`src/rtl/axi2mem_pkg.sv`:
```
// Shared AXI read-channel types, response codes and FSM state encoding
// for the AXI-to-memory read bridge.
package axi2mem_pkg;

  typedef enum logic [1:0] {
    BURST_FIXED    = 2'b00,
    BURST_INCR     = 2'b01,
    BURST_WRAP     = 2'b10,
    BURST_RESERVED = 2'b11
  } axi_burst_t;

  typedef logic [1:0] axi_resp_t;

  localparam axi_resp_t AXI_RESP_OKAY   = 2'b00;
  localparam axi_resp_t AXI_RESP_SLVERR = 2'b10;

  typedef enum logic [1:0] {
    IDLE = 2'b00,
    REQ  = 2'b01,
    WAIT = 2'b10,
    RESP = 2'b11
  } state_t;

  // A burst is served from memory only if its beat size fits the data bus,
  // its burst type is defined, and a WRAP burst has 2, 4, 8 or 16 beats.
  function automatic logic burst_is_legal(input logic [2:0] size,
                                          input logic [7:0] len,
                                          input axi_burst_t burst,
                                          input logic [2:0] max_size);
    logic legal;
    legal = 1'b1;
    if (size > max_size) legal = 1'b0;
    if (burst == BURST_RESERVED) legal = 1'b0;
    if (burst == BURST_WRAP &&
        !(len == 8'd1 || len == 8'd3 || len == 8'd7 || len == 8'd15)) legal = 1'b0;
    return legal;
  endfunction

endpackage

```
`src/rtl/axi2mem_burst_addr_gen.sv`:
```
// Combinational byte address of a given beat within an AXI burst
// (FIXED, INCR and WRAP); RESERVED bursts just return the start address.
module axi2mem_burst_addr_gen
  import axi2mem_pkg::*;
#(
  parameter int wd_addr = 64
) (
  input  logic [wd_addr-1:0] start_addr,
  input  logic [2:0]         size,
  input  logic [7:0]         len,
  input  axi_burst_t         burst,
  input  logic [7:0]         beat,
  output logic [wd_addr-1:0] beat_addr
);

  logic [wd_addr-1:0] size_mask;
  logic [wd_addr-1:0] wrap_mask;
  logic [wd_addr-1:0] step;
  logic [wd_addr-1:0] incr_addr;
  logic [wd_addr-1:0] wrap_addr;

  // Select the beat address according to the burst type.
  always_comb begin
    size_mask = (wd_addr'(1) << size) - wd_addr'(1);
    wrap_mask = ((wd_addr'(len) + wd_addr'(1)) << size) - wd_addr'(1);
    step      = wd_addr'(beat) << size;
    // Only the first INCR beat may be unaligned; later beats step from the
    // size-aligned start and roll over naturally at the top of the space.
    incr_addr = (beat == 8'd0) ? start_addr : ((start_addr & ~size_mask) + step);
    // WRAP keeps the high bits of the wrap-aligned base and lets only the
    // offset inside the wrap window advance.
    wrap_addr = (start_addr & ~wrap_mask) | ((start_addr + step) & wrap_mask);
    case (burst)
      BURST_INCR: beat_addr = incr_addr;
      BURST_WRAP: beat_addr = wrap_addr;
      default:    beat_addr = start_addr;
    endcase
  end

endmodule

```
`src/rtl/axi2mem_rd_channel.sv`:
```
// AXI read channel to single-beat memory bridge: accepts one AR burst at a
// time and turns each beat into one memory request/response pair.
module axi2mem_rd_channel
  import axi2mem_pkg::*;
#(
  parameter int wd_addr = 64,
  parameter int wd_data = 64,
  parameter int wd_id   = 4,
  parameter int wd_user = 1
) (
  input  logic               clk,
  input  logic               rst,
  // AR channel
  input  logic               ar_valid,
  output logic               ar_ready,
  input  logic [wd_addr-1:0] ar_addr,
  input  logic [7:0]         ar_len,
  input  logic [2:0]         ar_size,
  input  axi_burst_t         ar_burst,
  input  logic [wd_id-1:0]   ar_id,
  input  logic [wd_user-1:0] ar_user,
  // R channel
  output logic               r_valid,
  input  logic               r_ready,
  output logic [wd_data-1:0] r_data,
  output logic               r_last,
  output logic [wd_id-1:0]   r_id,
  output axi_resp_t          r_resp,
  output logic [wd_user-1:0] r_user,
  // memory request
  output logic               mem_req,
  input  logic               mem_gnt,
  output logic [wd_addr-1:0] mem_addr,
  // memory response
  input  logic               mem_rvalid,
  input  logic [wd_data-1:0] mem_rdata,
  input  logic               mem_rerr
);

  localparam int         wd_strb  = wd_data / 8;
  localparam logic [2:0] max_size = 3'($clog2(wd_strb));

  state_t             state_q;
  state_t             state_d;

  logic [wd_addr-1:0] addr_q;
  logic [7:0]         len_q;
  logic [2:0]         size_q;
  axi_burst_t         burst_q;
  logic [wd_id-1:0]   id_q;
  logic [wd_user-1:0] user_q;
  logic [7:0]         beat_q;
  logic               illegal_q;
  logic [wd_data-1:0] data_q;
  axi_resp_t          resp_q;

  logic               last_beat;
  logic [wd_addr-1:0] beat_addr;

  assign last_beat = (beat_q == len_q);

  axi2mem_burst_addr_gen #(
    .wd_addr (wd_addr)
  ) u_addr_gen (
    .start_addr (addr_q),
    .size       (size_q),
    .len        (len_q),
    .burst      (burst_q),
    .beat       (beat_q),
    .beat_addr  (beat_addr)
  );

  // Memory is word-addressed: drop the byte-lane bits of the beat address.
  assign mem_addr = beat_addr & ~wd_addr'(wd_strb - 1);

  assign r_data = data_q;
  assign r_resp = resp_q;
  assign r_id   = id_q;
  assign r_user = user_q;

  // State register.
  always_ff @(posedge clk) begin
    // NOTE: every clocked assignment is non-blocking so all registers update
    // together from the values sampled at this edge.
    if (rst) state_q <= IDLE;
    else     state_q <= state_d;
  end

  // Next-state and handshake outputs.
  always_comb begin
    // NOTE: defaults first so no path through the case leaves a value
    // unassigned and infers a latch.
    state_d  = state_q;
    ar_ready = 1'b0;
    mem_req  = 1'b0;
    r_valid  = 1'b0;
    r_last   = 1'b0;
    case (state_q)
      IDLE: begin
        ar_ready = 1'b1;
        if (ar_valid) state_d = REQ;
      end
      REQ: begin
        // Illegal bursts never touch memory; each beat goes straight to RESP.
        mem_req = !illegal_q;
        if (illegal_q)    state_d = RESP;
        else if (mem_gnt) state_d = WAIT;
      end
      WAIT: begin
        if (mem_rvalid) state_d = RESP;
      end
      RESP: begin
        r_valid = 1'b1;
        r_last  = last_beat;
        if (r_ready) state_d = last_beat ? IDLE : REQ;
      end
      default: state_d = IDLE;
    endcase
  end

  // Burst context, beat counter and registered read response.
  always_ff @(posedge clk) begin
    if (rst) begin
      addr_q    <= '0;
      len_q     <= '0;
      size_q    <= '0;
      burst_q   <= BURST_FIXED;
      id_q      <= '0;
      user_q    <= '0;
      beat_q    <= '0;
      illegal_q <= 1'b0;
      data_q    <= '0;
      resp_q    <= AXI_RESP_OKAY;
    end else begin
      if (state_q == IDLE && ar_valid) begin
        addr_q    <= ar_addr;
        len_q     <= ar_len;
        size_q    <= ar_size;
        burst_q   <= ar_burst;
        id_q      <= ar_id;
        user_q    <= ar_user;
        beat_q    <= '0;
        illegal_q <= !burst_is_legal(ar_size, ar_len, ar_burst, max_size);
      end
      if (state_q == REQ && illegal_q) begin
        data_q <= '0;
        resp_q <= AXI_RESP_SLVERR;
      end
      if (state_q == WAIT && mem_rvalid) begin
        data_q <= mem_rdata;
        resp_q <= mem_rerr ? AXI_RESP_SLVERR : AXI_RESP_OKAY;
      end
      if (state_q == RESP && r_ready && !last_beat) beat_q <= beat_q + 8'd1;
    end
  end

endmodule

```
`config.mk`:
```
export PLATFORM = sky130hd
export DESIGN_NAME = axi2mem_rd_channel
export DESIGN_NICKNAME = d
export VERILOG_FILES = /design/src/rtl/axi2mem_pkg.sv /design/src/rtl/axi2mem_burst_addr_gen.sv /design/src/rtl/axi2mem_rd_channel.sv
export SDC_FILE = /design/constraint.sdc
export NUM_CORES = 1
export LEC_CHECK = 0
export ABC_AREA = 0
export BUFFER_PORTS_ARGS = -buffer_cell sky130_fd_sc_hd__buf_4
export CORE_MARGIN = 4
export CORE_UTILIZATION = 35
export CTS_CLUSTER_SIZE = 12
export DETAILED_ROUTE_END_ITERATION = 8
export GPL_ROUTABILITY_DRIVEN = 0
export PLACE_DENSITY = 0.61
export SETUP_SLACK_MARGIN = 0.5
export SYNTH_ARGS = -nofsm -noshare
export SYNTH_HDL_FRONTEND = slang
export SYNTH_HIERARCHICAL = 1
export SYNTH_SLANG_ARGS = --single-unit
export TNS_END_PERCENT = 100
```
`constraint.sdc`:
```
create_clock -name clk -period 5.8 [get_ports clk]
set_input_delay 0.58 -clock clk [delete_from_list [all_inputs] [get_ports clk]]
set_output_delay 0.58 -clock clk [all_outputs]
set_load 0.005 [all_outputs]
```
==> insert_results.sql, run 1 <==
INSERT INTO impl_metrics (metric_group, metric, value, unit) VALUES
('setup_path', 'maximum_fanout_along_the_worst_path', '12', ''),
('setup_path', 'max_stage_delay', '0.44', 'ns'),
('die', 'top_level_ports', '292', ''),
('timing', 'fin_crit', '5.15', 'ns'),
('logic_synthesis', 'syn-instance-count', '1716', ''),
('global_route', 'via_count_of_the_first_global_routing_pass', '13391', ''),
('setup_path', 'ff2ff_path_depth', '8', ''),
('cts', 'cts-root-buf', 'sky130_fd_sc_hd__clkbuf_16', ''),
('finish', 'final_std_cell_area_no_fill', '15400', 'um2'),
('setup_path', 'start_kind', 'register', ''),
('timing', 'timing.final.setup_violations', '0', ''),
('cts', 'clk-insertion-delay-late', '0.47', 'ns'),
('setup_path', 'timing.critical_path.cells', 'mux2_2 -> o21ai_0 -> o22ai_1 -> ha_1 -> nor2_1 -> a221oi_1 -> o21ai_1 -> a32oi_2 -> a221o_1 -> nand3_2 -> nor3_2 -> mux2_2 -> a221o_1 -> buf_4', ''),
('finish', 'num-fill-cells', '3533', ''),
('finish', 'utilization', '44.4', '%'),
('status', 'result_of_the_run', 'completed', ''),
('drt', 'num_vias', '14180', ''),
('timing', 'fin_worst_hold_slack', '0.356', 'ns'),
('global_route', 'grt_first_pass_wirelength', '77000', 'um'),
('timing', 'timing.setup.tns', '0', 'ns'),
('die', 'die_height', '196', 'um'),
('die', 'core_region_area', '34700', 'um2'),
('min_path', 'hold_path_startpoint', 'ar_addr[15]', ''),
('finish', 'mostFrequentLayoutCells', 'sky130_fd_sc_hd__buf_4, sky130_fd_sc_hd__nand2_1, sky130_fd_sc_hd__nor2_1', ''),
('placed_design', 'detailed_place.area', '14700', 'um2'),
('placed_design', 'dp_hpwl', '37100', 'um'),
('setup_path', 'critPathArrivalTime', '4.57', 'ns'),
('timing', 'drv_slew', '0', ''),
('timing', 'setup_ws', '0.649', 'ns'),
('timing', 'timing.final.hold_violations', '0', ''),
('cts', 'clock-sinks', '158', ''),
('pwr', 'vdd_drop_max', '0.317', 'mV'),
('timing', 'timing.clock.skew', '0.0237', 'ns'),
('min_path', 'min-delay-path-class', 'in2reg', ''),
('timing', 'fin_crit_sh', '88.8', '%'),
('die', 'initial_utilization', '35.7', '%'),
('global_route', 'grt_antenna_before_repair', '1', ''),
('setup_path', 'rr_endpoint', 'r_data[24]', ''),
('drt', 'routed_wl', '49700', 'um'),
('timing', 'max_freq', '0.194', 'GHz'),
('timing', 'slew_margin_rel', '27.9', '%'),
('timing', 'worstMarginPinSlew', '1.08', 'ns'),
('cts', 'tritoncts', 'done', ''),
('min_path', 'min_delay_path_depth', '3', ''),
('die', 'dieArea', '38500', 'um2'),
('logic_synthesis', 'syn_area_per_cell', '7.22', 'um2'),
('cts', 'cts.htree.levels', '4', ''),
('logic_synthesis', 'yosysWarnings', '6', ''),
('setup_path', 'worst-setup-path-type', 'reg2out', ''),
('pwr', 'powerDensity', '295', 'nW/um2'),
('finish', 'final_common_cell', 'sky130_fd_sc_hd__buf_4', ''),
('timing', 'rsz0062_at_grt', 'true', ''),
('finish', 'n_antenna_cell', '0', ''),
('drt', 'detail-route-antenna-nets', '0', ''),
('global_route', 'largest_net_degree_at_the_start_of_global_routing', '101', ''),
('global_route', 'grt.total_usage', '24.8', '%'),
('global_route', 'globalRoute.totalOverflow', '0', ''),
('setup_path', 'r2r_setup_slk', '3.41', 'ns'),
('cts', 'tritoncts.num_buffers', '17', ''),
('die', 'placement_row_count', '68', ''),
('finish', 'final_layout_size_suffix_gt1_share', '22.2', '%'),
('cts', 'cts_max_path_buffers', '2', ''),
('setup_path', 'worst_path_max_delay_cell', 'sky130_fd_sc_hd__dfxtp_4', ''),
('drt', 'drt_first_iter_violations', '1467', ''),
('drt', 'drt_pass1_iterations', '6', ''),
('setup_path', 'critical_path_startpoint', 'size_q[1]', ''),
('drt', 'routed_wire_length_per_instance', '20.9', 'um'),
('pwr', 'leakage', '5.96', 'nW'),
('drt', 'viasPerCell', '5.96', ''),
('setup_path', 'cp-end-kind', 'primary output', ''),
('finish', 'area.growth.synth_to_final', '24.3', '%'),
('setup_path', 'crit_required', '5.22', 'ns'),
('flow_run', 'max-cap-violations', '0', ''),
('min_path', 'whs_endpoint', 'addr_q[15]', ''),
('drt', 'post-route-drc-count', '0', ''),
('placed_design', 'port_buffers', '287', ''),
('die', 'floorplan.die.width', '196', 'um'),
('setup_path', 'r2r-start', 'state_q[0]', ''),
('placed_design', 'place_ws', '0.477', 'ns'),
('logic_synthesis', 'synth_area', '12400', 'um2'),
('cts', 'worst_setup_hold_path_clk_slew', '0.09', 'ns'),
('finish', 'layout.nets', '2108', '');
-- metrics by stage --
stage | power, mW | instances
6_report | 4.54 | 2379
4_1_cts | 4.54 | 2376
3_3_place_gp | 3.40 | 2344
5_1_grt | 4.84 | 2379
3_5_place_dp | 3.43 | 2344
2_1_floorplan | 2.69 | 1719
-- cell type report --
cell class / instances / area, um2 / area share, %
multi-input cells: 1391 / 8610 / 55.9
flip-flops and latches: 158 / 3170 / 20.6
repair buffers: 316 / 2400 / 15.6
well taps: 455 / 569 / 3.70
clock buffers: 18 / 429 / 2.79
clock inverters: 14 / 126 / 0.820
inverters: 27 / 101 / 0.658
-- how the worst max path moves through the flow --
stage,endpoint,slack (ns)
6_report,mem_addr[45],0.65
3_5_place_dp,mem_addr[16],0.48
3_3_place_gp,mem_addr[16],0.55
4_1_cts,mem_addr[30],0.51
5_1_grt,mem_addr[29],0.46
2_1_floorplan,mem_addr[46],0.72
-- per-layer routing --
layer | GRT usage, % | routed length, um
met5 | 0 | 20
met4 | 9.31 | 1720
met3 | 7.23 | 5150
met2 | 38.2 | 22100
met1 | 33.0 | 20700
-- critical path: cells and delay by family (launching register included) --
kind	cells	cell delay [ns]
AO/OA/AOI/OAI	7	1.87
adder cells (fa/ha/maj)	1	0.39
buffers and inverters	1	0.14
flip-flops	1	0.44
multiplexers	2	0.72
AND/OR/NAND/NOR	3	0.57
-- state kept, by name, indices dropped and copies added (netlist names) --
| signal | count |
|---|---|
| beat_q | 8 |
| r_data | 64 |
| illegal_q | 1 |
| r_id | 4 |
| burst_q | 2 |
| r_user | 1 |
| len_q | 8 |
| size_q | 3 |
| state_q | 2 |
| r_resp | 1 |
| addr_q | 64 |
-- repair_timing --
item	CTS	global route
endpoints found under the hold margin	0	0
pin swaps	1	3
gates resized for setup	13	22
endpoints found under the setup margin	43	42
setup buffers	0	3
hold buffers	0	0
-- report_power, final --
| part | leakage [nW] | internal (mW) | switching [mW] |
|---|---|---|---|
| logic | 4.39 | 0.778 | 1.17 |
| registers | 1.29 | 1.23 | 0.265 |
| clock network | 0.273 | 0.564 | 0.535 |
Note: power is estimated with default switching activity, not from simulation.
==> run 2, diff against run 1 <==
SYNTH_HIERARCHICAL = not set   (was 1)
==> run 2 against run 1 <==
Sequential share of layout area grew 0.62 points. Flip-flop and latch count is the same. Register-to-register slack about the same. Design area shrank 3.0%. Critical path depth is 3 higher. Wire length shrank 3.6%. Worst setup slack better by 0.047 ns. Combinational power is 3% lower. Clock-buffer cell count is 1 higher. Core utilization is 0.31 points higher. Hold slack better by 0.012 ns.
==> insert_results.sql, run 2 <==
INSERT INTO impl_metrics (metric_group, metric, value, unit) VALUES
('status', 'result_of_the_run', 'completed', ''),
('timing', 'fin_crit_sh', '88.0', '%'),
('finish', 'n_antenna_cell', '0', ''),
('global_route', 'grt_first_pass_wirelength', '73300', 'um'),
('global_route', 'grt_antenna_before_repair', '0', ''),
('logic_synthesis', 'synth_cell_types', '80', ''),
('die', 'core_region_area', '33400', 'um2'),
('finish', 'utilization', '44.7', '%'),
('cts', 'cts-hold-fix-buffers', '0', ''),
('drt', 'viasPerCell', '5.95', ''),
('global_route', 'grt_use_met3', '7.62', '%'),
('drt', 'routed_wire_length_per_instance', '20.6', 'um'),
('timing', 'slew_margin_rel', '16.8', '%'),
('setup_path', 'maximum_fanout_along_the_worst_path', '15', ''),
('cts', 'worst_setup_hold_path_clk_slew', '0.09', 'ns'),
('die', 'placement_row_count', '67', ''),
('finish', 'final_common_cell', 'sky130_fd_sc_hd__buf_4', ''),
('timing', 'timing.final.setup_violations', '0', ''),
('logic_synthesis', 'synth_largest_type_area_fraction', '26.8', '%'),
('pwr', 'leakage', '5.93', 'nW'),
('timing', 'fin_worst_hold_slack', '0.368', 'ns'),
('drt', 'routed_wl', '47900', 'um'),
('timing', 'timing.final.hold_violations', '0', ''),
('timing', 'timing.clock.skew', '0.0115', 'ns'),
('cts', 'clock-sinks', '158', ''),
('global_route', 'globalRoute.totalOverflow', '0', ''),
('drt', 'detail-route-antenna-nets', '0', ''),
('logic_synthesis', 'syn-instance-count', '1661', ''),
('logic_synthesis', 'synth_area', '11800', 'um2'),
('cts', 'tritoncts', 'done', ''),
('cts', 'tritoncts.num_buffers', '17', ''),
('timing', 'max_freq', '0.196', 'GHz'),
('finish', 'final_layout_size_suffix_gt1_share', '21.4', '%'),
('global_route', 'global_route.usage.met1', '33.1', '%'),
('setup_path', 'worst-setup-path-type', 'reg2out', ''),
('setup_path', 'crit_required', '5.22', 'ns'),
('timing', 'timing.setup.tns', '0', 'ns'),
('logic_synthesis', 'syn_area_per_cell', '7.11', 'um2'),
('die', 'top_level_ports', '292', ''),
('finish', 'layout.cells.non_filler', '2324', ''),
('die', 'initial_utilization', '35.3', '%'),
('cts', 'clk-insertion-delay-late', '0.44', 'ns'),
('pwr', 'powerDensity', '306', 'nW/um2'),
('logic_synthesis', 'cell_type_with_the_largest_total_area_after_synthesis', 'sky130_fd_sc_hd__dfxtp_1', ''),
('drt', 'drt_pass1_iterations', '6', ''),
('logic_synthesis', 'post_synth_most_frequent_cells', 'sky130_fd_sc_hd__nand2_1, sky130_fd_sc_hd__dfxtp_1, sky130_fd_sc_hd__nor2_1, sky130_fd_sc_hd__a21oi_1, sky130_fd_sc_hd__clkbuf_1', ''),
('placed_design', 'placed_cells', '2291', ''),
('logic_synthesis', 'synth_enable_flop_cells', '0', ''),
('timing', 'rsz0062_at_grt', 'false', ''),
('flow_run', 'max-cap-violations', '0', ''),
('cts', 'cts.htree.levels', '4', ''),
('logic_synthesis', 'synth_sequential_area_ratio', '26.8', '%'),
('pwr', 'vdd_drop_max', '0.206', 'mV'),
('finish', 'mostFrequentLayoutCells', 'sky130_fd_sc_hd__buf_4, sky130_fd_sc_hd__nand2_1, sky130_fd_sc_hd__dfxtp_1', ''),
('pwr', 'final_total_pwr', '4.58', 'mW'),
('logic_synthesis', 'synth_top_cells_by_area', 'sky130_fd_sc_hd__dfxtp_1, sky130_fd_sc_hd__nand2_1, sky130_fd_sc_hd__a21oi_1', ''),
('finish', 'area.growth.synth_to_final', '26.5', '%'),
('placed_design', 'dp_hpwl', '35700', 'um'),
('placed_design', 'port_buffers', '287', ''),
('global_route', 'grt.total_usage', '25.1', '%'),
('logic_synthesis', 'synth.ff_latch_count', '158', ''),
('setup_path', 'critPathArrivalTime', '4.52', 'ns'),
('setup_path', 'cp-end-kind', 'primary output', ''),
('timing', 'fin_crit', '5.10', 'ns'),
('logic_synthesis', 'synth.most_common_cell', 'sky130_fd_sc_hd__nand2_1', ''),
('timing', 'drv_slew', '0', ''),
('drt', 'num_vias', '13829', ''),
('setup_path', 'start_kind', 'register', ''),
('finish', 'layout.nets', '2056', ''),
('logic_synthesis', 'yosys_most_used_dff', 'sky130_fd_sc_hd__dfxtp_1', ''),
('drt', 'post-route-drc-count', '0', ''),
('cts', 'cts_max_path_buffers', '2', ''),
('global_route', 'largest_net_degree_at_the_start_of_global_routing', '85', ''),
('finish', 'layout.area.seq', '3170', 'um2'),
('die', 'dieArea', '36700', 'um2'),
('global_route', 'grt_most_used_layer', 'met2', ''),
('min_path', 'min-delay-path-class', 'in2reg', ''),
('die', 'die_height', '192', 'um'),
('timing', 'worstMarginPinSlew', '1.24', 'ns'),
('logic_synthesis', 'synth_async_sr_flop_share', '0', '%'),
('global_route', 'via_count_of_the_first_global_routing_pass', '12931', ''),
('finish', 'multi_input_area', '8060', 'um2'),
('drt', 'drt_first_iter_violations', '1419', ''),
('die', 'floorplan.die.width', '192', 'um'),
('logic_synthesis', 'yosysWarnings', '0', ''),
('cts', 'cts-root-buf', 'sky130_fd_sc_hd__clkbuf_16', ''),
('finish', 'num-fill-cells', '3455', ''),
('global_route', 'grt_use_met2', '39.2', '%');
[run 2: cell count changes in the layout (fill, tap and decap cells not counted), moves of 7 or more]
cell / before / now
sky130_fd_sc_hd__xor2_1: 11 / 32
sky130_fd_sc_hd__a21boi_0: 11 / 1
sky130_fd_sc_hd__o221ai_1: 16 / 4
sky130_fd_sc_hd__mux2i_1: 33 / 15
sky130_fd_sc_hd__mux2_2: 11 / 3
sky130_fd_sc_hd__o311ai_1: 5 / 13
sky130_fd_sc_hd__nor2_1: 168 / 151
sky130_fd_sc_hd__and4_1: 4 / 13
sky130_fd_sc_hd__a21oi_1: 144 / 134
sky130_fd_sc_hd__o211ai_1: 11 / 21
sky130_fd_sc_hd__or4_1: 12 / 5
sky130_fd_sc_hd__nand4_1: 25 / 33
sky130_fd_sc_hd__nor4_1: 35 / 14
sky130_fd_sc_hd__inv_1: 25 / 37
[run 2: stage by stage]
stage	area, um2	setup WS [ns]
after global placement	14200	0.726
final	14900	0.696
after floorplan	11800	0.699
after global routing	14900	0.507
after detailed placement	14200	0.602
after CTS	14900	0.486
[run 2: path summary, 6_finish.rpt]
kind                            cells past startpoint      endpoint   startpoint  slack, ns
worst max-delay path                               17  mem_addr[34]    size_q[1]       0.70
worst min-delay path                                3    addr_q[49]  ar_addr[49]       0.37
worst max register to register                      6    addr_q[60]   state_q[0]       3.40
worst min register to register                      2       r_id[0]      r_id[0]       0.46
[run 2: logic make-up (layout without fill, tap and decap cells)]
family,after synthesis,after routing,share of synthesized area (%)
other,1,4,0.0318
muxes,18,18,1.56
and+or+nand+nor,719,719,28.9
xor gates and xnor gates,62,62,4.60
AOI/OAI and AO/OA,486,486,27.8
adders and majority gates,40,40,4.24
DFF,158,158,26.8
buffers and inverters,177,389,6.05
[run 2: report_power, final]
group | internal, mW | switching [mW] | leakage (nW)
Clock | 0.656 | 0.510 | 0.296
Sequential | 1.25 | 0.273 | 1.29
Combinational | 0.768 | 1.12 | 4.35
Total | 2.67 | 1.91 | 5.93
[run 2: worst max-delay path, stage by stage, from the launching register on]
cell and delay (ns):
sky130_fd_sc_hd__dfxtp_4 0.39, sky130_fd_sc_hd__nor2_4 0.15, sky130_fd_sc_hd__nand2_1 0.07, sky130_fd_sc_hd__ha_2 0.23
sky130_fd_sc_hd__or3_1 0.34, sky130_fd_sc_hd__and3_1 0.17, sky130_fd_sc_hd__ha_1 0.29, sky130_fd_sc_hd__nand4b_1 0.14
sky130_fd_sc_hd__o31ai_4 0.35, sky130_fd_sc_hd__nand4_1 0.26, sky130_fd_sc_hd__a21oi_2 0.25, sky130_fd_sc_hd__o21ai_1 0.10
sky130_fd_sc_hd__buf_6 0.18, sky130_fd_sc_hd__or4_1 0.52, sky130_fd_sc_hd__and3_1 0.18, sky130_fd_sc_hd__o21ai_0 0.15
sky130_fd_sc_hd__o311ai_1 0.14, sky130_fd_sc_hd__buf_4 0.17
[run 2: per-layer routing]
metal	wire length [um]	vias up
met5	0	-
met1	19800	6518
met4	1560	0
li1	-	6446
met2	21200	759
met3	5360	106
[run 2: what timing repair did]
action | in CTS | in global routing
buffers inserted | 1 | 0
setup endpoints to repair | 40 | 41
cloned | 0 | 0
pin swaps | 1 | 6
gates resized for setup | 11 | 25
[run 2: cell type report]
type                       instances  area share, %
multi-input combinational       1329           54.0
timing repair buffer             317           16.1
clock buffer                      19           2.96
clock inverter                    13           1.03
sequential                       158           21.2
tap                              448           3.75
inverter                          40           1.00
==> run 3, diff against run 2 <==
PLACE_DENSITY = 0.62   (was 0.61)
SYNTH_HIERARCHICAL = 1   (was not set)
==> run 3 against run 2 <==
Sequential power about the same. Wire length up 5.5%. Register-to-register slack gained 0.10 ns. First-iteration DRC count grew 22%. Critical path depth rose by 1. Clock-buffer cell count down 1. Non-clock buffer count up 7. Clock power about the same. Clock skew is 0.013 ns higher. Via count grew 3.5%. Critical endpoint is now mem_addr[29]. Largest cell class unchanged.
==> insert_results.sql, run 3 (same netlist as run 1, synthesis figures left out) <==
INSERT INTO impl_metrics (metric_group, metric, value, unit) VALUES
('cts', 'clock-sinks', '158', ''),
('timing', 'worstMarginPinSlew', '1.06', 'ns'),
('die', 'die_height', '196', 'um'),
('drt', 'post-route-drc-count', '0', ''),
('cts', 'clk-insertion-delay-late', '0.44', 'ns'),
('die', 'core_region_area', '34700', 'um2'),
('finish', 'layout.area.seq', '3180', 'um2'),
('drt', 'num_vias', '14308', ''),
('setup_path', 'start_kind', 'register', ''),
('setup_path', 'ff2ff_path_depth', '5', ''),
('global_route', 'grt.total_usage', '24.9', '%'),
('timing', 'timing.clock.skew', '0.0241', 'ns'),
('finish', 'multi_input_area', '8590', 'um2'),
('finish', 'final_layout_size_suffix_gt1_share', '22.5', '%'),
('drt', 'drt_first_iter_violations', '1726', ''),
('setup_path', 'critical_path.n_buffers_inverters', '4', ''),
('global_route', 'via_count_of_the_first_global_routing_pass', '13192', ''),
('cts', 'tritoncts.num_buffers', '17', ''),
('drt', 'drt_pass1_iterations', '7', ''),
('timing', 'fin_crit', '5.14', 'ns'),
('timing', 'max_freq', '0.195', 'GHz'),
('die', 'floorplan.die.width', '196', 'um'),
('setup_path', 'worst_path_max_delay_cell', 'sky130_fd_sc_hd__or2_1', ''),
('die', 'dieArea', '38500', 'um2'),
('pwr', 'powerDensity', '301', 'nW/um2'),
('status', 'result_of_the_run', 'completed', ''),
('setup_path', 'worstSetupPathDepth', '18', ''),
('cts', 'cts_max_path_buffers', '2', ''),
('setup_path', 'maximum_fanout_along_the_worst_path', '10', ''),
('min_path', 'min-delay-path-class', 'in2reg', ''),
('placed_design', 'placed_cells', '2344', ''),
('flow_run', 'max-cap-violations', '0', ''),
('pwr', 'leakage', '6.01', 'nW'),
('finish', 'n_antenna_cell', '0', ''),
('die', 'top_level_ports', '292', ''),
('setup_path', 'timing.critical_path.cells', 'buf_2 -> buf_4 -> inv_2 -> nor2_1 -> a22o_1 -> nor2_1 -> a21oi_1 -> ha_1 -> nand2_1 -> a221oi_1 -> o21ai_1 -> a32oi_2 -> a221o_1 -> nand3_2 -> or2_1 -> o41ai_1 -> a311o_1 -> buf_4', ''),
('setup_path', 'critPathArrivalTime', '4.56', 'ns'),
('global_route', 'grt_first_pass_wirelength', '76700', 'um'),
('setup_path', 'r2r_setup_slk', '3.50', 'ns'),
('cts', 'worst_setup_hold_path_clk_slew', '0.09', 'ns'),
('placed_design', 'port_buffers', '287', ''),
('timing', 'rsz0062_at_grt', 'true', ''),
('drt', 'detail-route-antenna-nets', '0', ''),
('drt', 'viasPerCell', '6.00', ''),
('drt', 'routed_wl', '50500', 'um'),
('setup_path', 'max_stage_delay', '0.42', 'ns'),
('global_route', 'globalRoute.totalOverflow', '0', ''),
('cts', 'tritoncts', 'done', ''),
('setup_path', 'worst-setup-path-type', 'reg2out', ''),
('finish', 'area.growth.synth_to_final', '24.8', '%'),
('finish', 'num-fill-cells', '3543', ''),
('global_route', 'grt_antenna_before_repair', '1', ''),
('placed_design', 'dp_hpwl', '37600', 'um'),
('finish', 'final_common_cell', 'sky130_fd_sc_hd__buf_4', ''),
('finish', 'layout.cells.non_filler', '2386', ''),
('timing', 'timing.setup.tns', '0', 'ns'),
('pwr', 'final_total_pwr', '4.65', 'mW'),
('min_path', 'min_delay_path_depth', '3', ''),
('timing', 'fin_crit_sh', '88.6', '%'),
('finish', 'mostFrequentLayoutCells', 'sky130_fd_sc_hd__buf_4, sky130_fd_sc_hd__nand2_1, sky130_fd_sc_hd__nor2_1', ''),
('timing', 'timing.final.setup_violations', '0', ''),
('global_route', 'largest_net_degree_at_the_start_of_global_routing', '100', ''),
('die', 'initial_utilization', '35.7', '%'),
('setup_path', 'crit_required', '5.22', 'ns'),
('setup_path', 'critical-path-top-delay-family', 'compound AO/OA/AOI/OAI gates', ''),
('timing', 'drv_slew', '0', ''),
('cts', 'cts.htree.levels', '4', ''),
('setup_path', 'cp-end-kind', 'primary output', ''),
('cts', 'cts-root-buf', 'sky130_fd_sc_hd__clkbuf_16', ''),
('timing', 'timing.final.hold_violations', '0', ''),
('timing', 'slew_margin_rel', '29.1', '%'),
('finish', 'layout.nets', '2116', ''),
('pwr', 'vdd_drop_max', '0.232', 'mV'),
('die', 'placement_row_count', '68', ''),
('drt', 'routed_wire_length_per_instance', '21.2', 'um');
-- run 3: layout make-up --
| type | instances | share of cell area, % |
|---|---|---|
| Clock buffer | 18 | 2.78 |
| Clock inverter | 13 | 1.05 |
| Inverter | 27 | 0.655 |
| Multi-Input combinational cell | 1391 | 55.5 |
| Sequential cell | 158 | 20.5 |
| Tap cell | 455 | 3.68 |
| Timing Repair Buffer | 324 | 15.8 |
-- run 3: worst register-to-register path, stage by stage (launching register included) --
cell and delay (ns):
sky130_fd_sc_hd__dfxtp_1 0.36, sky130_fd_sc_hd__inv_1 0.12, sky130_fd_sc_hd__ha_1 0.24, sky130_fd_sc_hd__and2_4 0.83, sky130_fd_sc_hd__nor3_1 0.15, sky130_fd_sc_hd__or4_1 0.49
-- run 3: timing repair --
| action | CTS | global route |
|---|---|---|
| endpoints found under the hold margin | 0 | 0 |
| hold buffers | 0 | 0 |
| setup buffers | 0 | 11 |
| gates resized for setup | 9 | 20 |
| setup endpoints to repair | 44 | 42 |
| pin swaps | 0 | 3 |
-- run 3: routing by layer --
metal,GRT usage (%),part of all wire [%],routed length [um],up-vias
met5,0,0.040,20,-
met4,6.65,2.5,1250,2
met3,8.36,12,5980,88
met2,38.9,45,22500,839
met1,33.0,41,20700,6669
li1,-,-,-,6710
-- run 3: worst paths after layout --
check,start,to
max,size_q[1],mem_addr[29]
min,ar_addr[9],addr_q[9]
max reg2reg,state_q[0],beat_q[7]
min reg2reg,r_user,r_user
-- run 3: through the flow --
step                      hold slack (ns)  area, um2  setup slack (ns)  util (%)
final                               0.380      15500             0.660      44.6
after floorplan                     0.433      12400             0.725         -
after CTS                           0.350      15300             0.503      44.2
after global routing                0.363      15500             0.409      44.6
after global placement              0.450      14700             0.570      42.4
after detailed placement            0.458      14700             0.549      42.4
-- run 3: power breakdown --
group / internal [mW] / switching, mW / total [mW]
Combinational: 0.778 / 1.19 / 1.96
Clock: 0.680 / 0.511 / 1.19
Sequential: 1.23 / 0.263 / 1.49
